===== config.mk =====
export PLATFORM = sky130hd
export DESIGN_NAME = noc_router_input_route
export DESIGN_NICKNAME = d
export VERILOG_FILES = /design/src/rtl/noc_router_input_route.sv
export SDC_FILE = /design/constraint.sdc
export NUM_CORES = 1
export LEC_CHECK = 0
export CAP_MARGIN = 20
export CORE_UTILIZATION = 54
export DETAILED_ROUTE_END_ITERATION = 12
export GPL_TIMING_DRIVEN = 0
export PLACE_DENSITY = 0.79
export SLEW_MARGIN = 15
export SYNTH_ARGS = -nofsm -noshare
export SYNTH_HDL_FRONTEND = slang
export SYNTH_SLANG_ARGS = --single-unit

===== constraint.sdc =====
create_clock -name clk -period 9.2 [get_ports clk]
set_clock_uncertainty 0.1 [all_clocks]
set_input_delay 1.84 -clock clk [delete_from_list [all_inputs] [get_ports clk]]
set_output_delay 1.84 -clock clk [all_outputs]
set_load 0.02 [all_outputs]

===== src/rtl/noc_router_input_route.sv =====
// Input-port front end of a mesh NoC router.
// Incoming link flits are buffered in a small FIFO. The head-of-queue flit is
// offered to the forward/backward pipeline stage together with a one-hot
// output-port request. Head flits are XY-routed from their header
// (dest_x in the low XW bits, dest_y in the next YW bits). Every body flit
// reuses the route latched when its head was transferred, until the packet's
// last flit leaves.
// Output port numbering: 0 local, 1 north, 2 east, 3 south, 4 west.

module noc_router_input_route #(
    parameter int DATA_WIDTH   = 256,
    parameter int OUTPUTS      = 5,
    parameter int BUFFER_DEPTH = 4,
    parameter int XW           = 4,
    parameter int YW           = 4
) (
    input  logic                  clk,
    input  logic                  rst,
    input  logic [XW-1:0]         my_x,
    input  logic [YW-1:0]         my_y,
    input  logic [DATA_WIDTH-1:0] in_flit,
    input  logic                  in_last,
    input  logic                  in_valid,
    output logic                  in_ready,
    output logic [DATA_WIDTH-1:0] out_flit,
    output logic                  out_last,
    output logic [OUTPUTS-1:0]    out_valid,
    input  logic                  out_ready
);

    // Pointer and occupancy widths; the count has one extra bit so that a
    // full FIFO and an empty FIFO are distinguishable.
    localparam int AW = (BUFFER_DEPTH > 1) ? $clog2(BUFFER_DEPTH) : 1;
    localparam int CW = AW + 1;

    // Output port indices inside the one-hot request vector.
    localparam int P_LOCAL = 0;
    localparam int P_NORTH = 1;
    localparam int P_EAST  = 2;
    localparam int P_SOUTH = 3;
    localparam int P_WEST  = 4;

    typedef enum logic {
        S_HEAD = 1'b0,
        S_BODY = 1'b1
    } state_t;

    // Dimension-ordered XY routing: resolve X first, then Y, else eject
    // locally. Unsigned comparisons; the result is always exactly one-hot.
    function automatic logic [OUTPUTS-1:0] xy_route(
        input logic [XW-1:0] dest_x,
        input logic [YW-1:0] dest_y,
        input logic [XW-1:0] cur_x,
        input logic [YW-1:0] cur_y
    );
        logic [OUTPUTS-1:0] r;
        r = {OUTPUTS{1'b0}};
        if (dest_x > cur_x) begin
            r[P_EAST] = 1'b1;
        end else if (dest_x < cur_x) begin
            r[P_WEST] = 1'b1;
        end else if (dest_y > cur_y) begin
            r[P_NORTH] = 1'b1;
        end else if (dest_y < cur_y) begin
            r[P_SOUTH] = 1'b1;
        end else begin
            r[P_LOCAL] = 1'b1;
        end
        return r;
    endfunction

    // FIFO storage: each entry is {last, flit}. Storage is deliberately not
    // reset; validity is tracked solely by the count.
    logic [DATA_WIDTH:0] mem_q [BUFFER_DEPTH];

    logic [AW-1:0]      wr_ptr_q, wr_ptr_d;
    logic [AW-1:0]      rd_ptr_q, rd_ptr_d;
    logic [CW-1:0]      count_q, count_d;
    state_t             state_q, state_d;
    logic [OUTPUTS-1:0] route_q, route_d;

    logic                  full_s;
    logic                  empty_s;
    logic                  push_s;
    logic                  pop_s;
    logic [DATA_WIDTH:0]   head_entry_s;
    logic                  head_last_s;
    logic [OUTPUTS-1:0]    head_route_s;
    logic [OUTPUTS-1:0]    out_valid_s;

    // FIFO status and the decoded route of the current head entry.
    always_comb begin
        full_s       = (count_q == CW'(BUFFER_DEPTH));
        empty_s      = (count_q == {CW{1'b0}});
        head_entry_s = mem_q[rd_ptr_q];
        head_last_s  = head_entry_s[DATA_WIDTH];
        head_route_s = xy_route(head_entry_s[XW-1:0],
                                head_entry_s[XW+YW-1:XW],
                                my_x, my_y);
    end

    // Request vector: decoded route for a head flit, latched route for body
    // flits, nothing while the FIFO is empty (also mid-packet).
    always_comb begin
        out_valid_s = {OUTPUTS{1'b0}};
        case (state_q)
            S_HEAD: begin
                if (empty_s) begin
                    out_valid_s = {OUTPUTS{1'b0}};
                end else begin
                    out_valid_s = head_route_s;
                end
            end
            S_BODY: begin
                if (empty_s) begin
                    out_valid_s = {OUTPUTS{1'b0}};
                end else begin
                    out_valid_s = route_q;
                end
            end
            default: begin
                out_valid_s = {OUTPUTS{1'b0}};
            end
        endcase
    end

    // Handshakes. A push is refused whenever the FIFO is full, even if a pop
    // frees an entry in the same cycle; out_ready is ignored with no request.
    always_comb begin
        push_s = in_valid && !full_s;
        pop_s  = (|out_valid_s) && out_ready;
    end

    // Pointer and occupancy update; simultaneous push and pop keep the count.
    always_comb begin
        wr_ptr_d = wr_ptr_q;
        rd_ptr_d = rd_ptr_q;
        count_d  = count_q;
        if (push_s) begin
            wr_ptr_d = wr_ptr_q + AW'(1'b1);
        end else begin
            wr_ptr_d = wr_ptr_q;
        end
        if (pop_s) begin
            rd_ptr_d = rd_ptr_q + AW'(1'b1);
        end else begin
            rd_ptr_d = rd_ptr_q;
        end
        case ({push_s, pop_s})
            2'b10:   count_d = count_q + CW'(1'b1);
            2'b01:   count_d = count_q - CW'(1'b1);
            default: count_d = count_q;
        endcase
    end

    // Packet FSM: a non-last head transfer latches its route and enters the
    // body phase; the last flit of a packet returns to head decoding.
    always_comb begin
        state_d = state_q;
        route_d = route_q;
        case (state_q)
            S_HEAD: begin
                if (pop_s && !head_last_s) begin
                    route_d = head_route_s;
                    state_d = S_BODY;
                end else begin
                    route_d = route_q;
                    state_d = S_HEAD;
                end
            end
            S_BODY: begin
                if (pop_s && head_last_s) begin
                    state_d = S_HEAD;
                end else begin
                    state_d = S_BODY;
                end
            end
            default: begin
                state_d = S_HEAD;
                route_d = {OUTPUTS{1'b0}};
            end
        endcase
    end

    // Control state registers with asynchronous reset.
    always_ff @(posedge clk or posedge rst) begin
        if (rst) begin
            wr_ptr_q <= {AW{1'b0}};
            rd_ptr_q <= {AW{1'b0}};
            count_q  <= {CW{1'b0}};
            state_q  <= S_HEAD;
            route_q  <= {OUTPUTS{1'b0}};
        end else begin
            wr_ptr_q <= wr_ptr_d;
            rd_ptr_q <= rd_ptr_d;
            count_q  <= count_d;
            state_q  <= state_d;
            route_q  <= route_d;
        end
    end

    // FIFO storage write on an accepted push.
    always_ff @(posedge clk) begin
        if (push_s) begin
            mem_q[wr_ptr_q] <= {in_last, in_flit};
        end
    end

    // Ready is held low while reset is asserted.
    assign in_ready  = !rst && !full_s;
    assign out_flit  = head_entry_s[DATA_WIDTH-1:0];
    assign out_last  = head_last_s;
    assign out_valid = out_valid_s;

endmodule


==> results of run 1 <==
[state kept, by name, summed over array words and instances (netlist names), named ones only]
name      cells
route_q       5
mem_q      1028
count_q       3
wr_ptr_q      2
rd_ptr_q      2
[synth_stat cells (all sizes together) (4+ instances only)]
library cell and number:
edfxtp 1028, mux4 257, buf 36, clkbuf 23, inv 20, dfrtp 13, ha 13, a21oi 8
nand2 7, nor2 5, and2 4
[where the power goes]
group | internal, mW | switching (mW) | total, mW
Clock | 2.30 | 1.72 | 4.03
Sequential | 6.24 | 0.208 | 6.45
Combinational | 2.80 | 3.31 | 6.11
Total | 11.3 | 5.24 | 16.6
[critical path: cells and delay by family, from the launching register on]
family,cells,cell delay [ns]
AO/OA/AOI/OAI,3,0.74
adder cells (fa/ha/maj),1,0.33
buffers and inverters,4,1.52
flip-flops,1,0.34
multiplexers,1,0.60
AND/OR/NAND/NOR,1,0.23
[layer usage]
layer  vias to the layer above  GRT usage, %
li1                       7627             -
met1                      9259          28.3
met2                       674          39.0
met3                       196          7.74
met4                        14          11.2
met5                         -             0
[final timing paths]
kind                                end  slack (ns)  cells after the start
setup / recovery           out_valid[0]        2.85                     10
max in group asynchronous    route_q[0]        7.16                      2
setup reg to reg             route_q[1]        5.75                      8
hold reg to reg              count_q[2]        0.42                      1
hold / removal               count_q[2]        0.42                      1
min in group asynchronous    route_q[3]        1.47                      2
[cells by family after synthesis]
| logic type | count (synthesis) | share of synthesized area, % |
|---|---|---|
| DFF | 1041 | 82.3 |
| muxes | 261 | 15.4 |
| buffers and inverters | 79 | 0.882 |
| AOI/OAI and AO/OA | 21 | 0.373 |
| and+or+nand+nor | 27 | 0.413 |
| adders and majority gates | 14 | 0.482 |
| xor gates and xnor gates | 6 | 0.139 |
[metrics by stage]
stage | util (%) | instances | hold WS (ns) | TNS [ns]
2_1_floorplan | - | 1449 | 0.384 | 0
3_3_place_gp | 64.2 | 2911 | 0.407 | -4813.59
3_5_place_dp | 65.1 | 2932 | 0.415 | 0
4_1_cts | 69.8 | 3118 | 0.423 | 0
5_1_grt | 69.9 | 3130 | 0.450 | 0
6_report | 69.9 | 3132 | 0.419 | 0
[final cells by class]
cell class | instances | area share [%]
antenna | 14 | 0.0726
timing repair buffer | 552 | 12.2
inverter | 20 | 0.156
sequential | 1041 | 64.6
tap | 931 | 2.41
clock inverter | 62 | 1.33
clock buffer | 124 | 5.46
buffer | 59 | 0.539
multi-input combinational | 329 | 13.2
==> results_dict.tcl, run 1 <==
set metrics [dict create \
    drc_errors 0 \
    hold_viol 0 \
    critPathArrivalTime_ns 4.41 \
    finalSetupViolCount 0 \
    layout_commonest_cell "edfxtp_1" \
    dieArea_um2 71200 \
    clk_pin_slew_ns 0.06 \
    ys_types 36 \
    grt_pass1_wl_mm 121 \
    cts_hold_buf 0 \
    netlist_top_cells_area "edfxtp_1, mux4_2, dfrtp_1, ha_1, buf_2" \
    cts_tree "built" \
    highest_layer "met5" \
    drive_above_1_share_pct 20.7 \
    drv_cap 0 \
    insertion_delay_ns 0.64 \
    irDropWorstVdd_v 0.000272 \
    port_buffers 531 \
    mappedNetlistArea_um2 37900 \
    fillCellCount 4007 \
    fmax_ghz 0.157 \
    dr_total_vias 17800 \
    async_reset_ff_share_pct 1.25 \
    crit_path_max_incr_delay_ns 0.64 \
    grt_overflow_total 0 \
    period_share_pct 69.1 \
    m1WireLength_mm 29.8 \
    r2r-start "rd_ptr_q[0]" \
    gp_congestion 0.782 \
    power.total_mw 16.6 \
    via_per_inst 5.67 \
    cts_buffer_depth 3 \
    tightest_slew_ns 1.13 \
    path_cells "buf_6 > buf_2 > buf_2 > mux4_2 > ha_1 > and4_1 > o41ai_1 > a2111o_1 > a21oi_1 > clkdlybuf4s50_1" \
    maxSlewViolCount 0 \
    drt-total-wl_mm 83.5 \
    crit_path_start_kind "flip-flop" \
    endpoint_kind "primary output" \
    grt_pass1_vias 19000 \
    root_buffer "clkbuf_16" \
    synth_top_area_cell "edfxtp_1" \
    synth_nets 1732 \
    drtIter0Drc 1341 \
    cts_sinks 1041 \
    yosysSeqAreaShare_pct 82.3 \
    ff_latch_area_um2 31200 \
    hold_path_class "flip-flop to flip-flop" \
    maxSlewHeadroom_pct 24.5 \
    initial_core_util_pct 54.9 \
    cp_common_cell "buf_2" \
    post_cts_buffers 0 \
    synth.avg_cell_area_um2 26.2 \
    dieHeight_um 267 \
    rsz0062_at_grt "false" \
    leakage_nw 15.6 \
    dpl.hpwl_mm 53.6 \
    grt_start_max_net_pins 51 \
    synth_edf_count 1028 \
    wl_per_cell_um 26.7 \
    worstHoldStart "count_q[2]" \
    path_class "flip-flop to primary output" \
    core_area_um2 69100 \
    min_period_ns 6.35 \
    grt_use_total_pct 23.6 \
    synth-warning-count 0 \
    io-pin-count 532 \
    ys_ff_latch 1041 \
    layout_common_cells "edfxtp_1, clkdlybuf4s50_1, mux4_2" \
    synthCells 1449 \
    worst_slack_ns 2.85 \
    placed_cell_area_um2 45000 \
    routed-wl-met2_mm 42.8 \
    multi_input_area_um2 6370 \
    yosysTopAreaCellShare_pct 81.5 \
    drt_first_pass_iters 5 \
    postLayoutCellArea_um2 48300 \
    rows 96 \
    worst_ep_required_time_ns 7.26 \
    wl_met3_mm 7.05 \
    antenna_found_initial 20 \
    outcome "complete, no violations" \
    die_w_um 267 \
    cts_resized 0 \
    numCtsBuffers 101 \
    synthFlopType "edfxtp_1" \
    critPathMaxFanout 10 \
    dp_slack_ns 3.01 \
    nets 2387 \
    crit_slowest_cell "clkdlybuf4s50_1" \
    cts_max_level 3 \
    startpoint "rd_ptr_q[0]" \
    ant_nets 0 \
    power_density_nw_per_um2 344 \
    area_growth_pct 27.4 \
]
Power figures use the tool's default switching activity.
==> inputs of run 2 (changes only) <==
clock period = 6 ns   (was 9.2 ns; I/O delays follow)
==> run 2 against run 1 <==
  * Via count up 0.24%
  * Worst hold slack better by 0.028 ns
  * Sequential power up 53%
  * Routed wire length fell by 0.28%
  * Largest cell class unchanged
  * Largest power group unchanged
  * Highest routed layer unchanged
==> results_dict.tcl, run 2 (synthesized netlist as in run 1, its figures left out) <==
set metrics [dict create \
    ant_nets 0 \
    crit_path_max_incr_delay_ns 0.65 \
    top_register "mem_q" \
    grt_overflow_total 0 \
    io-pin-count 532 \
    clk_pin_slew_ns 0.06 \
    critPathArrivalTime_ns 4.31 \
    whs_ns 0.447 \
    core_area_um2 69100 \
    hold_path_class "flip-flop to flip-flop" \
    drt-total-wl_mm 83.3 \
    finalCoreUtilization_pct 69.7 \
    cts_tree "built" \
    drtIter0Drc 1457 \
    layout_commonest_cell "edfxtp_1" \
    cts_sinks 1041 \
    path_cells "buf_6 > buf_2 > buf_2 > mux4_2 > ha_1 > and4_1 > o41ai_1 > a2111o_1 > a21oi_1 > clkdlybuf4s50_1" \
    leakage_nw 15.6 \
    maxSlewHeadroom_pct 31.1 \
    maxSlewViolCount 0 \
    grt_pass1_vias 19000 \
    largest_reg_flops 1028 \
    critPathMaxFanout 10 \
    drc_errors 0 \
    ff_latch_area_um2 31200 \
    antenna_found_initial 18 \
    wl_per_cell_um 26.6 \
    initial_core_util_pct 54.9 \
    power_density_nw_per_um2 524 \
    numCtsBuffers 101 \
    endpoint_kind "primary output" \
    grt_use_total_pct 23.7 \
    root_buffer "clkbuf_16" \
    cp_common_cell "buf_2" \
    period_share_pct 93.6 \
    rows 96 \
    grt_pass1_wl_mm 122 \
    hold_viol 0 \
    gp_congestion 0.777 \
    port_buffers 531 \
    grt_start_max_net_pins 50 \
    drive_above_1_share_pct 21.0 \
    die_w_um 267 \
    cts_buffer_depth 3 \
    fmax_ghz 0.178 \
    drt_first_pass_iters 7 \
    cts_max_level 3 \
    layout_common_cells "edfxtp_1, clkdlybuf4s50_1, mux4_2" \
    via_per_inst 5.69 \
    dr_total_vias 17800 \
    min_period_ns 5.61 \
    outcome "complete, no violations" \
    finalSetupViolCount 0 \
    area_growth_pct 27.1 \
    multi_input_area_um2 6370 \
    insertion_delay_ns 0.64 \
    crit_path_start_kind "flip-flop" \
    dieArea_um2 71200 \
    crit_slowest_cell "clkdlybuf4s50_1" \
    rsz0062_at_grt "false" \
    nets 2393 \
    dpl.hpwl_mm 55.7 \
    path_class "flip-flop to primary output" \
    dieHeight_um 267 \
    irDropWorstVdd_v 0.000386 \
    reg.largest.list "mem_q: 1028 flops, route_q: 5 flops, count_q: 3 flops" \
    fillCellCount 4004 \
    cts_resized 0 \
    worst_ep_required_time_ns 4.70 \
    drv_cap 0 \
    cts_hold_buf 0 \
    post_cts_buffers 0 \
    tightest_slew_ns 1.03 \
]
run 2: worst max-delay path: cells and delay by family (launching register included):
kind | cells | cell delay [ns]
AO/OA/AOI/OAI | 3 | 0.69
adder cells (fa/ha/maj) | 1 | 0.33
flip-flops | 1 | 0.34
AND/OR/NAND/NOR | 1 | 0.21
buffers and inverters | 4 | 1.49
multiplexers | 1 | 0.60
run 2: final timing paths:
check,slack [ns],end,start,cells past startpoint
max,0.39,out_valid[0],rd_ptr_q[0],10
max reg2reg,2.66,route_q[0],rd_ptr_q[0],8
min,0.45,count_q[0],count_q[0],1
min reg2reg,0.45,count_q[0],count_q[0],1
max in group asynchronous,4.63,rd_ptr_q[1],rst,2
min in group asynchronous,0.83,route_q[1],rst,2
run 2: layout make-up:
| class | count | area share [%] |
|---|---|---|
| clock buffers | 125 | 5.52 |
| clock inverters | 56 | 0.961 |
| inverters | 20 | 0.156 |
| well taps | 931 | 2.42 |
| flip-flops and latches | 1041 | 64.8 |
| diodes | 11 | 0.0571 |
| plain buffers | 59 | 0.538 |
| repair buffers | 558 | 12.4 |
| multi-input cells | 329 | 13.2 |
run 2: power breakdown:
part / leakage [nW] / switching (mW) / internal (mW) / total, mW
Sequential: 9.58 / 0.324 / 9.56 / 9.89
Combinational: 4.46 / 5.07 / 4.32 / 9.40
Clock: 1.53 / 2.61 / 3.33 / 5.94
run 2: metal layers:
layer | vias up | routed length (um) | global-route usage, %
met5 | - | 105 | 0
met4 | 16 | 2760 | 9.97
met3 | 161 | 6760 | 6.68
met2 | 698 | 44400 | 40.3
met1 | 9313 | 29300 | 28.4
li1 | 7625 | - | -
run 2: stage by stage:
step	cells	power [mW]	TNS [ns]	instance area, um^2	worst slack [ns]
3_5_place_dp	2937	19.5	0	45000	1.01
6_report	3130	25.2	0	48200	0.386
3_3_place_gp	2911	19.4	-2322.41	44400	-2.32
4_1_cts	3118	25.5	0	48100	0.288
2_1_floorplan	1449	15.3	0	37900	0.663
5_1_grt	3128	26.2	0	48200	0.0796
==> inputs of run 3 (changes only) <==
CORE_UTILIZATION = 60   (was 54)
CTS_CLUSTER_DIAMETER = 100   (was default)
DONT_BUFFER_PORTS = 1   (was default)
PLACE_DENSITY = 0.76   (was 0.79)
==> run 3 against run 2 <==
  * Worst setup slack better by 0.17 ns
  * Via count fell by 9.1%
  * Maximum frequency is 3.1% higher
  * Non-clock buffer count shrank 535
  * Routed wire length rose by 1.2%
  * Critical path type unchanged
==> results_dict.tcl, run 3 (synthesized netlist as in run 1, its figures left out) <==
set metrics [dict create \
    top_register "mem_q" \
    power_density_nw_per_um2 542 \
    reg.largest.list "mem_q: 1028 flops, route_q: 5 flops, count_q: 3 flops" \
    cp.buffers_inverters 2 \
    leakage_nw 13.5 \
    nets 1858 \
    area_growth_pct 13.0 \
    layout_commonest_cell "edfxtp_1" \
    root_buffer "clkbuf_16" \
    critPathMaxFanout 10 \
    drv_cap 0 \
    rsz0062_at_grt "false" \
    placed_cell_area_um2 39600 \
    cts_tree "built" \
    port_buffers 0 \
    hold_path_class "input pin to asynchronous set/reset pin" \
    insertion_delay_ns 0.64 \
    maxSlewHeadroom_pct 30.5 \
    antenna_found_initial 0 \
    grtUsageMet2_pct 45.1 \
    drt-total-wl_mm 84.3 \
    dieArea_um2 64200 \
    initial_core_util_pct 61.1 \
    gp_congestion 0.826 \
    crit_path_max_incr_delay_ns 0.67 \
    r2r_setup_slack_ns 2.56 \
    io-pin-count 532 \
    dr_total_vias 16200 \
    critPathArrivalTime_ns 4.15 \
    r2r-end "route_q[1]" \
    tns_ns 0 \
    wl_per_cell_um 33.8 \
    core_area_um2 62100 \
    finalSetupViolCount 0 \
    grt_start_max_net_pins 52 \
    crit_path_start_kind "flip-flop" \
    drc_errors 0 \
    die_w_um 253 \
    grt_util_met1_pct 30.9 \
    tightest_slew_ns 1.03 \
    hold_viol 0 \
    postLayoutCellArea_um2 42800 \
    crit_slowest_cell "clkbuf_1" \
    ant_nets 0 \
    r2r-start "rd_ptr_q[1]" \
    drt_first_pass_iters 5 \
    finalCoreUtilization_pct 69.0 \
    dieHeight_um 253 \
    min_period_ns 5.45 \
    cts_max_level 3 \
    rows 91 \
    critPathTopFamily "buffers and inverters" \
    endpoint_kind "primary output" \
    cts_buffer_depth 3 \
    largest_reg_flops 1028 \
    grt_overflow_total 0 \
    irDropWorstVdd_v 0.000354 \
    numCtsBuffers 101 \
    path_cells "clkbuf_1 > clkbuf_1 > mux4_2 > ha_1 > and4_1 > o41ai_1 > a2111o_1 > a21oi_1" \
    reg2regPathDepth 9 \
    met3_usage_pct 8.93 \
    fillCellCount 3487 \
    drtIter0Drc 1348 \
    layout_common_cells "edfxtp_1, mux4_2, clkbuf_16" \
    grt_pass1_wl_mm 119 \
    grt.busiest_layer "met2" \
    maxSlewViolCount 0 \
    startpoint "rd_ptr_q[1]" \
    dpl.hpwl_mm 52.6 \
    fmax_ghz 0.184 \
    cts_resized 0 \
    crit_cells 8 \
    via_per_inst 6.50 \
    grt_use_total_pct 26.6 \
    outcome "complete, no violations" \
    path_class "flip-flop to primary output" \
    cp_common_cell "clkbuf_1" \
    power.total_mw 23.2 \
    cts_sinks 1041 \
    clk_pin_slew_ns 0.06 \
    post_cts_buffers 0 \
    grt_pass1_vias 16900 \
    crit_path_end "out_valid[0]" \
    cts_hold_buf 0 \
    period_share_pct 90.8 \
    worst_ep_required_time_ns 4.70 \
    drive_above_1_share_pct 27.8 \
]
run 3: how the worst min path moves through the flow:
stage	from	to	slack, ns	depth (start not counted)
global route	rst	rd_ptr_q[1]	0.37	1
finish	rst	route_q[1]	0.36	1
detailed placement	count_q[0]	count_q[0]	0.42	1
floorplan	count_q[2]	count_q[2]	0.38	1
global placement	count_q[0]	count_q[0]	0.41	1
CTS	rst	route_q[1]	0.34	1
run 3: worst reg2reg max path: stages, from the launching register on:
cell and delay, ns:
dfrtp_1 0.33, clkbuf_1 0.42, clkbuf_1 0.66, mux4_2 0.54, inv_1 0.10, ha_1 0.17, inv_1 0.05, o41ai_1 0.56
a21oi_1 0.13, a31o_2 0.29
run 3: area by class of cell:
class | count | area (um^2) | area share (%)
clock inverters | 62 | 653 | 1.53
repair buffers | 23 | 606 | 1.41
well taps | 837 | 1050 | 2.45
diodes | 1 | 2.50 | 0.00584
multi-input cells | 329 | 6370 | 14.9
flip-flops and latches | 1041 | 31200 | 72.8
plain buffers | 59 | 259 | 0.605
inverters | 20 | 75.1 | 0.175
clock buffers | 118 | 2610 | 6.10
run 3: where the power goes:
part           switching [mW]  leakage, nW  internal [mW]  total [mW]
registers               0.374         9.58           9.58        9.95
logic                    4.74         2.36           2.35        7.09
clock network            2.66         1.59           3.53        6.18
total                    7.77         13.5           15.4        23.2
run 3: per-stage QoR:
stage          hold slack, ns  cells  setup slack (ns)
6_report                0.362   2490             0.554
5_1_grt                 0.368   2489             0.464
4_1_cts                 0.337   2489             0.530
3_5_place_dp            0.416   2309              1.25
3_3_place_gp            0.405   2286             -1.74
2_1_floorplan           0.384   1449             0.663
run 3: metal layers:
| metal | share of wire (%) | vias to the layer above |
|---|---|---|
| li1 | - | 6498 |
| met1 | 33 | 8672 |
| met2 | 53 | 832 |
| met3 | 9.8 | 187 |
| met4 | 4.3 | 0 |
| met5 | 0 | - |
